$ cat src/rtl/obuft_sched_pkg.sv
// obuft_sched_pkg: shared state encoding and width helpers for the OBUFT bus scheduler.
// Contents:
//   state_e            FSM encoding, IDLE=0 DRIVE=1 TURN=2
//   DEF_TURN_CYC       default high-Z gap between owners
//   DEF_MAX_HOLD       default drive cycles before preemption
//   clog2(n)           bits needed to index n items
//   cnt_w(n)           bits needed to hold values 0..n
package obuft_sched_pkg;
   typedef enum logic [1:0] {IDLE = 2'd0, DRIVE = 2'd1, TURN = 2'd2} state_e;
   localparam int DEF_TURN_CYC = 2;
   localparam int DEF_MAX_HOLD = 16;
   function automatic int clog2(input int n);
      int r;
      r = 0;
      while ((1 << r) < n) r++;
      return r;
   endfunction
   function automatic int cnt_w(input int n);
      return clog2(n + 1);
   endfunction
endpackage

$ cat src/rtl/rr_pick.sv
// rr_pick: combinational round-robin selector.
// Ports:
//   req     in   NREQ  request vector
//   ptr     in   PW    search start index
//   any     out  1     some request is set
//   idx     out  PW    first set request at or after ptr, wrapping
//   onehot  out  NREQ  one-hot form of idx, zero when no request
module rr_pick
   import obuft_sched_pkg::*;
#(
   parameter int NREQ = 4,
   parameter int PW   = clog2(NREQ)
) (
   input  logic [NREQ-1:0] req,
   input  logic [PW-1:0]   ptr,
   output logic            any,
   output logic [PW-1:0]   idx,
   output logic [NREQ-1:0] onehot
);
   // Scanning from the far end downward lets the nearest hit overwrite the rest.
   always_comb begin
      idx = '0;
      for (int i = NREQ - 1; i >= 0; i--)
         if (req[(int'(ptr) + i) % NREQ]) idx = PW'((int'(ptr) + i) % NREQ);
      any = |req;
      onehot = any ? NREQ'(1) << idx : '0;
   end
endmodule

$ cat src/rtl/obuft_bus_sched.sv
// obuft_bus_sched: round-robin time-sharing of one OBUFT bus with a high-Z turnaround gap.
// Ports:
//   CLK    in   1           rising-edge clock
//   RSTN   in   1           synchronous active-low reset
//   REQ    in   NREQ        level-sensitive bus requests
//   DIN    in   NREQ*WIDTH  requester data, slice k = DIN[k*WIDTH +: WIDTH]
//   GNT    out  NREQ        registered one-hot grant
//   BUS_I  out  WIDTH       registered OBUFT I pins
//   BUS_T  out  WIDTH       registered OBUFT T pins, 1 = high-Z
//   OWNER  out  clog2(NREQ) current owner, valid while BUSY
//   BUSY   out  1           some grant is active
module obuft_bus_sched
   import obuft_sched_pkg::*;
#(
   parameter int NREQ     = 4,
   parameter int WIDTH    = 8,
   parameter int TURN_CYC = DEF_TURN_CYC,
   parameter int MAX_HOLD = DEF_MAX_HOLD
) (
   input  logic                    CLK,
   input  logic                    RSTN,
   input  logic [NREQ-1:0]         REQ,
   input  logic [NREQ*WIDTH-1:0]   DIN,
   output logic [NREQ-1:0]         GNT,
   output logic [WIDTH-1:0]        BUS_I,
   output logic [WIDTH-1:0]        BUS_T,
   output logic [clog2(NREQ)-1:0]  OWNER,
   output logic                    BUSY
);
   localparam int PW = clog2(NREQ);
   localparam int TW = cnt_w(TURN_CYC);
   localparam int HW = cnt_w(MAX_HOLD);
   state_e            state_q, state_d;
   logic [PW-1:0]     ptr_q, ptr_d, owner_q, owner_d;
   logic [TW-1:0]     tcnt_q, tcnt_d;
   logic [HW-1:0]     hold_q, hold_d;
   logic [NREQ-1:0]   gnt_q, gnt_d;
   logic [WIDTH-1:0]  bus_i_q, bus_i_d, bus_t_q, bus_t_d;
   logic              pick_any, arb, rel;
   logic [PW-1:0]     pick_idx;
   logic [NREQ-1:0]   pick_oh;
   rr_pick #(.NREQ(NREQ), .PW(PW)) u_pick (
      .req    (REQ),
      .ptr    (ptr_q),
      .any    (pick_any),
      .idx    (pick_idx),
      .onehot (pick_oh)
   );
   // gnt_q is one-hot on the owner, so it doubles as the owner mask for release.
   always_comb begin
      state_d = state_q;
      ptr_d   = ptr_q;
      owner_d = owner_q;
      tcnt_d  = tcnt_q;
      hold_d  = hold_q;
      gnt_d   = gnt_q;
      bus_i_d = bus_i_q;
      bus_t_d = bus_t_q;
      arb = state_q == IDLE || (state_q == TURN && tcnt_q == TW'(TURN_CYC - 1));
      rel = !(|(REQ & gnt_q)) || (hold_q == HW'(MAX_HOLD) && |(REQ & ~gnt_q));
      if (state_q == DRIVE) begin
         if (rel) begin
            state_d = TURN;
            gnt_d   = '0;
            bus_t_d = '1;
            bus_i_d = '0;
            tcnt_d  = '0;
            ptr_d   = owner_q == PW'(NREQ - 1) ? '0 : owner_q + PW'(1);
         end else begin
            bus_i_d = DIN[owner_q*WIDTH +: WIDTH];
            hold_d  = hold_q == HW'(MAX_HOLD) ? hold_q : hold_q + HW'(1);
         end
      end else if (arb) begin
         state_d = pick_any ? DRIVE : IDLE;
         if (pick_any) begin
            gnt_d   = pick_oh;
            owner_d = pick_idx;
            bus_t_d = '0;
            bus_i_d = DIN[pick_idx*WIDTH +: WIDTH];
            hold_d  = HW'(1);
         end
      end else begin
         tcnt_d = tcnt_q + TW'(1);
      end
   end
   always_ff @(posedge CLK) begin
      if (!RSTN) begin
         state_q <= IDLE;
         ptr_q   <= '0;
         owner_q <= '0;
         tcnt_q  <= '0;
         hold_q  <= '0;
         gnt_q   <= '0;
         bus_i_q <= '0;
         bus_t_q <= '1;
      end else begin
         state_q <= state_d;
         ptr_q   <= ptr_d;
         owner_q <= owner_d;
         tcnt_q  <= tcnt_d;
         hold_q  <= hold_d;
         gnt_q   <= gnt_d;
         bus_i_q <= bus_i_d;
         bus_t_q <= bus_t_d;
      end
   end
   assign GNT   = gnt_q;
   assign BUS_I = bus_i_q;
   assign BUS_T = bus_t_q;
   assign OWNER = owner_q;
   assign BUSY  = |gnt_q;
endmodule

$ cat config.mk
export PLATFORM = sky130hd
export DESIGN_NAME = obuft_bus_sched
export DESIGN_NICKNAME = d
export VERILOG_FILES = /design/src/rtl/obuft_sched_pkg.sv /design/src/rtl/rr_pick.sv /design/src/rtl/obuft_bus_sched.sv
export SDC_FILE = /design/constraint.sdc
export NUM_CORES = 1
export LEC_CHECK = 0
export CAP_MARGIN = 25
export CELL_PAD_IN_SITES_DETAIL_PLACEMENT = 0
export CELL_PAD_IN_SITES_GLOBAL_PLACEMENT = 1
export CORE_ASPECT_RATIO = 0.6
export CORE_MARGIN = 2
export CORE_UTILIZATION = 34
export DETAILED_ROUTE_END_ITERATION = 8
export GPL_TIMING_DRIVEN = 0
export PLACE_DENSITY = 0.87
export RECOVER_POWER = 25
export SKIP_LAST_GASP = 1
export SLEW_MARGIN = 25
export SYNTH_ARGS = -nofsm -noshare
export SYNTH_HDL_FRONTEND = slang
export SYNTH_SLANG_ARGS = --single-unit
$ cat constraint.sdc
create_clock -name CLK -period 2.6 [get_ports CLK]
set_clock_uncertainty 0.05 [all_clocks]
set_input_delay 0.52 -clock CLK [delete_from_list [all_inputs] [get_ports CLK]]
set_output_delay 0.52 -clock CLK [all_outputs]
set_load 0.05 [all_outputs]
==> reports/qor.yml, run 1 <==
clock_tree:
  clk_latency_ns: 0.26
  holdBufCountCts: 0
  htreeDepth: 1
  cts_tree: "done"
  clk_pin_slew_ns: 0.08
  cts_setup_buffers: 0
  cts_buffer_depth: 2
  cts_sinks: 26
  cts-buffers-inserted: 3
  cts-resized-gates: 0
  cts-root-buf: "clkbuf_8"
global_route:
  antenna_found_initial: 0
  grt.met2_usage_pct: 23.6
  grt_max_degree: 14
  grt_first_pass_wirelength_mm: 9.40
  met1_usage_pct: 30.0
  grt-ovfl-total: 0
  grt_util_all_layers_pct: 18.2
  grt_pass1_vias: 1843
  use_met3_pct: 4.59
  busiest_layer: "met1"
yosys:
  syn_inst: 235
  ys_warn_count: 0
  async_reset_ff_share_pct: 0
  synthTopCellsByArea: "dfxtp_1, mux4_2, nor3b_1, a21oi_1, nand3_1"
  synth-seq-area-share_pct: 26.5
  syn_nets: 277
  ys_ff_latch: 26
  synth_edf_count: 0
  syn_avg_cell_area_um2: 8.35
  synth-main-ff-cell: "dfxtp_1"
  synth_top_area_share_pct: 26.5
  syn-cell-area_um2: 1960
  synth_cell_types: 49
  synth_top_area_cell: "dfxtp_1"
floorplan:
  coreArea_um2: 5570
  num_rows: 21
  dieArea_um2: 6410
  die_w_um: 102
  ios: 61
  start_util_pct: 35.2
  die_y_um: 62.8
setup_path:
  crit_required_ns: 2.71
  crit_type: "in2reg"
  cpPeakStageDelay_ns: 0.54
  end_kind: "flop"
  start_kind: "input pin"
  rrSetupSlack_ns: 0.49
  cp_cell_sequence: "clkdlybuf4s50_1 -> and2b_1 -> nor4b_4 -> or2_1 -> buf_4 -> a2111oi_1 -> o41ai_1"
  reg2regPathDepth: 6
  slowest_stage: "clkdlybuf4s50_1"
  worstPathMaxFanout: 9
  arrival_ns: 2.60
timing:
  slew_headroom_pct: 56.9
  hold_violations: 0
  setup_viol: 0
  period_minus_slack_ns: 2.49
  min_period_over_period_pct: 95.6
  worst_pin_slew_ns: 0.643
  slew_viol_final: 0
  grt_setup_unrepaired: "true"
  timing.fmax_mhz: 402
  setup_slack_ns: 0.115
worst_hold_path:
  hold_depth: 2
  worst_hold_path_type: "reg2reg"
placed_design:
  place_hpwl_mm: 4.51
  placement.io_buffers: 59
  placed_area_um2: 2650
  place_ws_ns: -0.154
  place.gp.congestion: 0.787
pwr:
  peakVddDrop_mv: 0.282
  leakage_nw: 0.970
  powerDensity_nw_per_um2: 690
route:
  viasPerCell: 5.49
  drc: 0
  vias: 2065
  drt_iter0_drc: 160
  ant_nets: 0
  drt_wl_total_mm: 5.84
  firstDrtPassIters: 4
  routedWlPerCell_um: 15.5
cells_and_area:
  diodes: 0
  n_fill_cell: 546
  final_nets: 340
  final_cell_area_um2: 2690
  syn_to_final_growth_pct: 37.1
  drive_gt1_share_pct: 10.5
run:
  maxCapViolCount: 0
outcome:
  status: "finished, final reports clean"
==> state kept, by name (all words and copies together) (netlist names) <==
signal and cells:
hold_q 5, GNT 4, OWNER 2, BUS_I 8, BUS_T 1, ptr_q 2, state_q 2, tcnt_q 2
==> Yosys cell counts, types with 2 or more instances <==
library cell	n
nand4_1	4
nor3b_1	11
a22oi_1	6
mux4_2	8
and3_1	2
ha_1	4
clkbuf_1	9
nor2b_1	5
and2b_1	2
o21a_1	6
nand2b_1	6
nand2_1	16
o21ai_0	7
a2111oi_0	3
a2111oi_1	3
nor2_1	12
buf_2	6
or4_1	3
inv_1	12
nand3_1	15
dfxtp_1	26
a221oi_1	5
o31ai_1	2
o41ai_1	3
buf_4	8
or3_1	4
o21ai_1	5
a21oi_1	15
o211ai_1	5
a31oi_1	3
==> stage by stage <==
stage               util, %  setup TNS (ns)  hold slack [ns]  instances  power (W)
floorplan                 -               0            0.400        235    0.00130
global placement       47.6           -1.19            0.417        374    0.00165
detailed placement     47.6           -1.46            0.416        374    0.00166
CTS                    48.4               0            0.430        377    0.00188
global route           48.3         -0.0650            0.445        376    0.00198
finish                 48.3               0            0.428        376    0.00186
==> cell families after synthesis <==
logic type / after synthesis / share of synthesized area (%)
and+or+nand+nor: 88 / 27.0
AOI/OAI and AO/OA: 72 / 25.5
buffers and inverters: 36 / 8.80
DFF: 26 / 26.5
muxes: 8 / 9.18
adders and majority gates: 4 / 2.55
xor gates and xnor gates: 1 / 0.447
==> final timing paths <==
path / start / endpoint
min reg2reg: BUS_I[1] / BUS_I[1]
max reg2reg: ptr_q[1] / BUS_I[2]
min: BUS_I[1] / BUS_I[1]
max: REQ[2] / BUS_I[2]
==> critical path: cells and delay by family <==
kind | cells | cell delay [ns]
AO/OA/AOI/OAI | 2 | 0.42
buffers and inverters | 2 | 0.70
AND/OR/NAND/NOR | 3 | 0.96
==> layer usage <==
| metal | vias to the layer above | share of wire [%] |
|---|---|---|
| met3 | 2 | 7.7 |
| met2 | 76 | 40 |
| met5 | - | 0 |
| met4 | 0 | 0.33 |
| li1 | 1014 | - |
| met1 | 973 | 52 |
==> cells in the final DEF, fill, tap and decap left out, types with 3 or more instances in the layout <==
| cell type | netlist | final |
|---|---|---|
| a22oi_1 | 6 | 6 |
| nor2b_1 | 5 | 5 |
| a31oi_1 | 3 | 3 |
| nor3b_1 | 11 | 11 |
| a221oi_1 | 5 | 5 |
| o41ai_1 | 3 | 3 |
| buf_4 | 8 | 8 |
| o211ai_1 | 5 | 5 |
| clkdlybuf4s50_1 | 0 | 48 |
| o21a_1 | 6 | 6 |
| a21oi_1 | 15 | 15 |
| nand3_1 | 15 | 15 |
| inv_1 | 12 | 12 |
| o21ai_1 | 5 | 5 |
| clkbuf_8 | 0 | 3 |
| o21ai_0 | 7 | 7 |
| a2111oi_0 | 3 | 3 |
| clkbuf_1 | 9 | 8 |
| dfxtp_1 | 26 | 26 |
| or4_1 | 3 | 3 |
| nor2_1 | 12 | 12 |
| buf_2 | 6 | 6 |
| or3_1 | 4 | 4 |
| nand2b_1 | 6 | 6 |
| a2111oi_1 | 3 | 3 |
| mux4_2 | 8 | 8 |
| nand4_1 | 4 | 4 |
| ha_1 | 4 | 4 |
| nand2_1 | 16 | 16 |
| dlygate4sd3_1 | 0 | 11 |
==> report_power, final <==
group          internal, W  switching [W]  leakage, nW
Clock             0.000104       0.000119       0.0216
Combinational     0.000410       0.000685        0.735
Sequential        0.000472      0.0000674        0.213
==> cell type report <==
| class | instances | area [µm²] | share of cell area [%] |
|---|---|---|---|
| Multi-Input combinational cell | 173 | 1270 | 47.2 |
| Timing Repair Buffer | 59 | 591 | 22.0 |
| Sequential cell | 26 | 520 | 19.3 |
| Buffer | 23 | 124 | 4.60 |
| Tap cell | 80 | 100 | 3.72 |
| Inverter | 12 | 45.0 | 1.67 |
| Clock buffer | 3 | 41.3 | 1.53 |
(Power assumes the default switching activity.)
==> inputs of run 2 (changes only) <==
--- a/config.mk
+++ b/config.mk
@@ -8,12 +8,11 @@
 export CAP_MARGIN = 25
 export CELL_PAD_IN_SITES_DETAIL_PLACEMENT = 0
 export CELL_PAD_IN_SITES_GLOBAL_PLACEMENT = 1
-export CORE_ASPECT_RATIO = 0.6
 export CORE_MARGIN = 2
-export CORE_UTILIZATION = 34
+export CORE_UTILIZATION = 31
 export DETAILED_ROUTE_END_ITERATION = 8
 export GPL_TIMING_DRIVEN = 0
-export PLACE_DENSITY = 0.87
+export PLACE_DENSITY = 0.81
 export RECOVER_POWER = 25
 export SKIP_LAST_GASP = 1
 export SLEW_MARGIN = 25
==> reports/qor.yml, run 2 (same netlist as run 1, synthesis figures left out) <==
timing:
  setup_viol: 0
  timing.fmax_mhz: 399
  grt_setup_unrepaired: "true"
  slew_viol_final: 0
  worst_pin_slew_ns: 0.708
  setup_slack_ns: 0.0907
  hold_violations: 0
  slew_headroom_pct: 52.8
  min_period_over_period_pct: 96.5
  period_minus_slack_ns: 2.51
clock_tree:
  holdBufCountCts: 0
  cts_sinks: 26
  cts-root-buf: "clkbuf_8"
  cts-resized-gates: 0
  cts_setup_buffers: 0
  htreeDepth: 1
  cts-buffers-inserted: 3
  cts_buffer_depth: 2
  clk_latency_ns: 0.27
  clk_pin_slew_ns: 0.09
  cts_tree: "done"
route:
  drt_iter0_drc: 102
  routedWlPerCell_um: 15.2
  firstDrtPassIters: 4
  viasPerCell: 5.47
  vias: 2034
  ant_nets: 0
  drt_wl_total_mm: 5.67
  drc: 0
placed_design:
  dp_cells: 369
  placed_area_um2: 2650
  place.gp.congestion: 0.794
  place_hpwl_mm: 4.34
  placement.io_buffers: 59
  place_ws_ns: -0.163
floorplan:
  die_y_um: 83.6
  coreArea_um2: 6030
  die_w_um: 83.6
  ios: 61
  start_util_pct: 32.6
  dieArea_um2: 6980
  num_rows: 28
cells_and_area:
  final_nets: 341
  fin_util_pct: 44.7
  n_fill_cell: 621
  largest_register_ffs: 8
  syn_to_final_growth_pct: 37.4
  fin_cells: 372
  diodes: 0
  drive_gt1_share_pct: 10.4
  final_cell_mix: "clkdlybuf4s50_1, dfxtp_1, nand2_1"
  final_cell_area_um2: 2700
  final_common_cell: "clkdlybuf4s50_1"
global_route:
  grt_pass1_vias: 1972
  grt_util_all_layers_pct: 16.6
  grt-ovfl-total: 0
  antenna_found_initial: 0
  grt_first_pass_wirelength_mm: 9.62
  grt_max_degree: 14
setup_path:
  critical_path_buf_inv_count: 2
  critPathMostFrequentCell: "nand2_1"
  start_kind: "input pin"
  cpPeakStageDelay_ns: 0.69
  slowest_stage: "clkdlybuf4s50_1"
  critPathTopFamily: "buffers and inverters"
  crit_required_ns: 2.72
  worstPathMaxFanout: 10
  arrival_ns: 2.63
  cp_cell_sequence: "clkdlybuf4s50_1 -> a22oi_1 -> nand2_1 -> a21o_1 -> clkbuf_1 -> nand2_1 -> o41ai_1"
  crit_type: "in2reg"
  end_kind: "flop"
pwr:
  peakVddDrop_mv: 0.390
  total_power_w: 0.00186
  leakage_nw: 0.972
  powerDensity_nw_per_um2: 690
outcome:
  status: "finished, final reports clean"
run:
  maxCapViolCount: 0
worst_hold_path:
  worst_hold_path_type: "reg2reg"
-- run 2: cell types whose count changed in the layout (fill, tap and decap cells not counted) --
| cell | delta |
|---|---|
| clkbuf_1 | +1 |
| nor4_4 | +1 |
| nor4_2 | -1 |
-- run 2: metrics by stage --
stage	TNS, ns	hold WS, ns
floorplan	0	0.400
global placement	-1.85	0.418
detailed placement	-1.78	0.427
CTS	0	0.440
global route	-0.0788	0.458
finish	0	0.439
-- run 2: worst reg2reg max path: stages (launching register included) --
cell and delay, ns:
dfxtp_1 0.40, inv_1 0.06, ha_1 0.19, nand4bb_1 0.19, a41o_1 0.17, a21o_1 0.15, clkbuf_1 0.39, nand2_1 0.18
o41ai_1 0.39
-- run 2: final timing paths --
check / cells after the start / slack, ns / start / endpoint
worst min register to register: 2 / 0.44 / ptr_q[0] / ptr_q[0]
worst min-delay path: 2 / 0.44 / ptr_q[0] / ptr_q[0]
worst max-delay path: 7 / 0.09 / REQ[1] / BUS_I[1]
worst max register to register: 8 / 0.32 / hold_q[0] / BUS_I[1]
-- run 2: power by group --
group | internal (W) | switching (W)
registers | 0.000472 | 0.0000646
clock network | 0.000104 | 0.000128
logic | 0.000412 | 0.000680
-- run 2: layout make-up --
| class | count | area (µm²) | area share, % |
|---|---|---|---|
| plain buffers | 24 | 128 | 4.73 |
| clock buffers | 3 | 41.3 | 1.53 |
| inverters | 12 | 45.0 | 1.67 |
| multi-input cells | 173 | 1280 | 47.4 |
| flip-flops and latches | 26 | 520 | 19.3 |
| well taps | 75 | 93.8 | 3.48 |
| repair buffers | 59 | 591 | 21.9 |
-- run 2: layer usage --
layer  up-vias  GRT usage, %  wire length, µm
met5         -             0                0
met4         0          5.87               72
met3         5          1.88              319
met2        66          26.5             2610
met1       947          23.2             2670
li1       1016             -                -
